[config.mk]
export PLATFORM = sky130hd
export DESIGN_NAME = reg_scoreboard
export DESIGN_NICKNAME = d
export VERILOG_FILES = /design/src/rtl/reg_scoreboard.sv
export SDC_FILE = /design/constraint.sdc
export NUM_CORES = 1
export LEC_CHECK = 0
export CAP_MARGIN = 15
export CORE_MARGIN = 4
export CORE_UTILIZATION = 25
export DETAILED_ROUTE_END_ITERATION = 16
export PLACE_DENSITY = 0.54
export SLEW_MARGIN = 15
export SYNTH_ARGS = -nofsm -noshare
export SYNTH_HDL_FRONTEND = slang
export SYNTH_SLANG_ARGS = --single-unit
[constraint.sdc]
create_clock -name clk -period 2.9 [get_ports clk]
set_input_delay 0.58 -clock clk [delete_from_list [all_inputs] [get_ports clk]]
set_output_delay 0.58 -clock clk [all_outputs]
set_load 0.02 [all_outputs]
[src/rtl/reg_scoreboard.sv]
// reg_scoreboard: pending-write tracker for an 8-entry register file.
// Decode issues destination registers and writeback retires them. Each
// register keeps a saturating count of in-flight writes. The count drives
// the RAW stall, the WAW write-protect flag (dirty), and the busy vector.
//
// Handshake: an issue is accepted on a cycle where iss_valid && iss_ready
// at the rising edge. Retire (ret_valid) is never back-pressured. stall,
// iss_ready and dirty are combinational from the registered counters.
module reg_scoreboard #(
  parameter int CNT_W = 2
) (
  input  logic       clk,
  input  logic       rst,
  input  logic       flush,
  input  logic       iss_valid,
  input  logic [2:0] iss_wreg,
  output logic       iss_ready,
  input  logic       use1,
  input  logic       use2,
  input  logic [2:0] rreg1,
  input  logic [2:0] rreg2,
  output logic       stall,
  input  logic       ret_valid,
  input  logic [2:0] ret_wreg,
  output logic       dirty,
  output logic [7:0] busy,
  output logic       err
);

  localparam logic [CNT_W-1:0] CNT_MAX = '1;
  localparam logic [CNT_W-1:0] CNT_ONE = CNT_W'(1);

  logic [CNT_W-1:0] cnt_q [8];
  logic [CNT_W-1:0] cnt_d [8];
  logic             err_q;
  logic             err_d;
  logic             iss_fire;
  logic             ret_under;

  // Hazard, issue acceptance, write-protect and busy view from the counters
  always_comb begin
    stall     = (use1 && (cnt_q[rreg1] != '0)) || (use2 && (cnt_q[rreg2] != '0));
    iss_ready = !stall && (cnt_q[iss_wreg] != CNT_MAX);
    iss_fire  = iss_valid && iss_ready;
    // Older write is discarded when a younger write to the same reg is pending.
    dirty     = ret_valid && (cnt_q[ret_wreg] > CNT_ONE);
    ret_under = ret_valid && (cnt_q[ret_wreg] == '0);
    busy      = '0;
    for (int i = 0; i < 8; i++) begin
      busy[i] = (cnt_q[i] != '0);
    end
    err = err_q;
  end

  // Next-state counters: flush clears, issue increments, retire decrements
  always_comb begin
    logic inc;
    logic dec;
    err_d = err_q | (ret_under && !flush);
    for (int i = 0; i < 8; i++) begin
      inc      = iss_fire && (iss_wreg == 3'(i));
      // An underflowing retire leaves the counter at zero.
      dec      = ret_valid && (ret_wreg == 3'(i)) && (cnt_q[i] != '0);
      cnt_d[i] = cnt_q[i];
      if (flush) begin
        cnt_d[i] = '0;
      end else if (inc && !dec) begin
        cnt_d[i] = cnt_q[i] + CNT_ONE;
      end else if (dec && !inc) begin
        cnt_d[i] = cnt_q[i] - CNT_ONE;
      end
    end
  end

  // State registers; rst dominates flush and all traffic
  always_ff @(posedge clk) begin
    if (rst) begin
      for (int i = 0; i < 8; i++) begin
        cnt_q[i] <= '0;
      end
      err_q <= 1'b0;
    end else begin
      for (int i = 0; i < 8; i++) begin
        cnt_q[i] <= cnt_d[i];
      end
      err_q <= err_d;
    end
  end

endmodule
==> reports/summary.md <==
- complete, no violations — result of the run
- 31 — count of boundary I/O pins
- 85.1 µm — die outline width
- 0.965 — ratio of final minimum period to clock period
- 0 — # Max-Cap Violations
- 15.3 µm — wire per inst
- 0.186 mV — Max IR drop VDD
- 0 — post-cts hold buffer count
- 0 — post-route DRC violation count
- 0.460 ns — Tightest Pin Transition
- 0.263 — initial standard-cell utilization of the core
- 0.322 — Post-Synth Simple-Gate Area
- false — setup repair after global routing missed its margin
- cnt_q[4][0]$_SDFFE_PP0P_ — Crit Reg-Reg Startpoint
- 1,479 — overall via count from detail_route
- 1 — # H-tree levels
- 2.32 ns — data required time of the critical path
- 25 x buf_4, 21 x clkdlybuf4s50_1, 17 x dfxtp_1 — most frequent cells in the layout
- dirty — CP Capture Point
- reg -> reg — class of the tightest hold or removal check
- 0.000586 W — post-layout power
- simple AND/OR/NAND/NOR gates — main combinational cell family by area after synthesis
- 36 — post-synthesis cell type count
- yes — TritonCTS clock tree
- 118 — First DRT Iteration DRCs
- 276 mW/mm² — Pwr Density
- 201 — post-synthesis net count
- input port — element type at the critical path start
- ret_wreg[1] — worst setup path start
- 0.127 — global-route usage over all layers
- err$_SDFF_PP0_ — worst hold start
- clkdlybuf4s50_1 — Slowest cell on crit path
- 0 — number of antenna violations at the first check in global routing
- 0.07 ns — clock-pin slew reported for the worst setup and hold paths after clock tree synthesis
- 0.000615 ns — post-route clock skew
- 250 — layout net count
- 30 — count of buffers from port buffering
- in -> out — critical path class
- 0.807 — placer's final routability congestion estimate
- 5.03 — post-detailed-route via-to-cell ratio
- 0.229 — sequential-to-total area share from yosys stat
- 17 — Yosys reg bits
- 1,502 — number of global-route vias before repair
- 0 — number of setup violations in the final report
- 0.0673 — adder and majority gate portion of the synthesized area
- 7.40 mm — wire length of the first global-routing pass
- 0.28 ns — setup slack, reg-to-reg
- 2.80 ns — Min Clock Period, post-route
- 17 — number of clock sinks
- 0.00564 mm² — Core ar.
- 0 — Post-CTS Setup Repair Bufs
- 0.25 ns — worst skew pair latency
- 2.22 ns — worst endpoint data arrival time
- 0 — number of enable-type register cells in the synthesized netlist
- dfxtp_1 — top flip-flop cell by instance count after synthesis
- dfxtp_1 — cell type contributing the most total cell area after synthesis
- 0.477 ns — Worst Hold Slack
- 0 — Inserted Diodes
- buf_4 — leading cell type in the layout, fill and taps excluded
- 0.850 nW — leakage power
- clkdlybuf4s50_1 > mux4_2 > mux2_2 > and2_1 > buf_2 — cells along the critical path
- cnt_q[0][1]$_SDFFE_PP0P_ — reg-to-reg critical path endpoint
- 0.52 ns — peak per-stage delay on the critical path
- 0.693 — relative max-transition margin
- 3.37 mm — HPWL after detailed placement
- 0.229 — area share of the leading cell type in the synthesized netlist
- 0 — post-synthesis async set-or-reset flop share
- 0 ns — TNS Setup
- output pin — kind of end point of the critical path
- 0.141 — Synth Area in Compound Gates
- 3 — total clock buffers created by CTS
- 294 — Cell Count, Final, Fillers Out
- 0 — number of warnings printed during yosys synthesis
- 0.270 — ratio of cells with drive above 1 in the final layout
- 27 — Site Rows
- 0.00149 mm² — synthesized cell area
- 8 — number of cells traversed by the worst register-to-register path
- clkbuf_8 — master cell of the clock root buffer
- 8.54 µm² — mean instance size in the synthesized netlist
- 43.1% — Area Overhead vs Synth
- 0 — final-report max-slew violation count
- 0.0943 — post-synthesis xor/xnor area fraction
- 4 — detailed-router iteration count before antenna repair
- 289 — # placed instances
- 0 — Overflow after GRT
- 2 — Critical Path Fanout Max
- 0.00724 mm² — Die Area
- 0 — final count of hold timing violations
- 174 — count of mapped cells out of synthesis
- dfxtp_1 23%, xor2_1 9.4%, ha_1 6.7% — main area contributors after synthesis
- 0.0774 — share of cell area taken by muxes after synthesis
- 17 — maximum number of pins on one net before global-route repair
- 0.357 GHz — maximum frequency from static timing analysis
- 0 — antenna violation net count after detailed routing
- 85.1 µm — Die Y-Extent
- 2 — Clock Path Buffers
- 4.50 mm — Post-Route WL
[logic make-up (layout without fill, tap and decap cells)]
| group | count (synthesis) | count (layout) |
|---|---|---|
| AND/OR/NAND/NOR | 78 | 79 |
| flip-flops | 17 | 17 |
| AO/OA/AOI/OAI | 33 | 33 |
| adder cells (fa/ha/maj) | 8 | 8 |
| XOR/XNOR | 16 | 16 |
| buffers and inverters | 16 | 63 |
| multiplexers | 6 | 6 |
[metal layers]
layer	track usage	up-vias	part of all wire
li1	-	746	-
met1	0.172	702	0.47
met2	0.208	29	0.49
met3	0.0330	2	0.039
met4	0.0144	0	0.0047
met5	0	-	0
[metrics by stage]
step	setup slack (ns)	util	area (µm²)
2_1_floorplan	0.439	-	1490
3_3_place_gp	-0.347	0.350	1980
3_5_place_dp	-0.382	0.350	1980
4_1_cts	0.00191	0.366	2070
5_1_grt	0.0185	0.377	2130
6_report	0.102	0.377	2130
[final cells by class]
cell class | instances | area, µm²
clock buffer | 4 | 45.0
fill | 570 | 3510
inverter | 4 | 15.0
multi-input combinational | 142 | 1150
sequential | 17 | 340
tap | 72 | 90.1
timing repair buffer | 55 | 487
[timing repair]
item                                    in CTS  in global routing
pin swaps                                    2                  2
gates cloned                                 1                  0
endpoints found under the setup margin      12                 19
resized for setup                           15                 16
[state kept, by name, summed over array words and instances (netlist names)]
| name | count |
|---|---|
| cnt_q | 16 |
| err | 1 |
[synth_stat cells, types with 2 or more instances]
master and number:
nor3_1 5, o311ai_2 2, buf_6 3, and2_1 2, inv_1 4, nand3_1 12
nor4b_1 3, or2_2 8, a21oi_1 8, clkbuf_1 7, ha_1 8, o211ai_1 3
nand3b_1 2, or3_1 8, nand2_1 5, xor2_1 16, mux4_2 3, clkbuf_8 2
o21ai_0 15, nor4_1 8, nor2_1 11, o311a_1 2, nor4b_2 2, dfxtp_1 17
nor3b_1 4, nand4_1 2, nor2b_1 3
[worst min-delay path by stage]
| stage | slack, ns | cells past startpoint | end |
|---|---|---|---|
| 6_report | 0.48 | 2 | err$_SDFF_PP0_ |
| 5_1_grt | 0.54 | 2 | err$_SDFF_PP0_ |
| 4_1_cts | 0.48 | 2 | err$_SDFF_PP0_ |
| 3_5_place_dp | 0.47 | 2 | err$_SDFF_PP0_ |
| 3_3_place_gp | 0.46 | 2 | err$_SDFF_PP0_ |
| 2_1_floorplan | 0.48 | 2 | cnt_q[4][1]$_SDFFE_PP0P_ |
[power by group]
group | switching, W | total [W] | internal [W]
Combinational | 0.0000832 | 0.000165 | 0.0000821
Sequential | 0.00000600 | 0.000243 | 0.000237
Clock | 0.0000802 | 0.000178 | 0.0000974
Total | 0.000169 | 0.000586 | 0.000417
[worst max-delay path, delay by kind of cell]
family                 cells  cell delay (ns)
AND/OR/NAND/NOR            1             0.15
multiplexers               2             0.81
buffers and inverters      2             0.67
(Power assumes the default switching activity.)
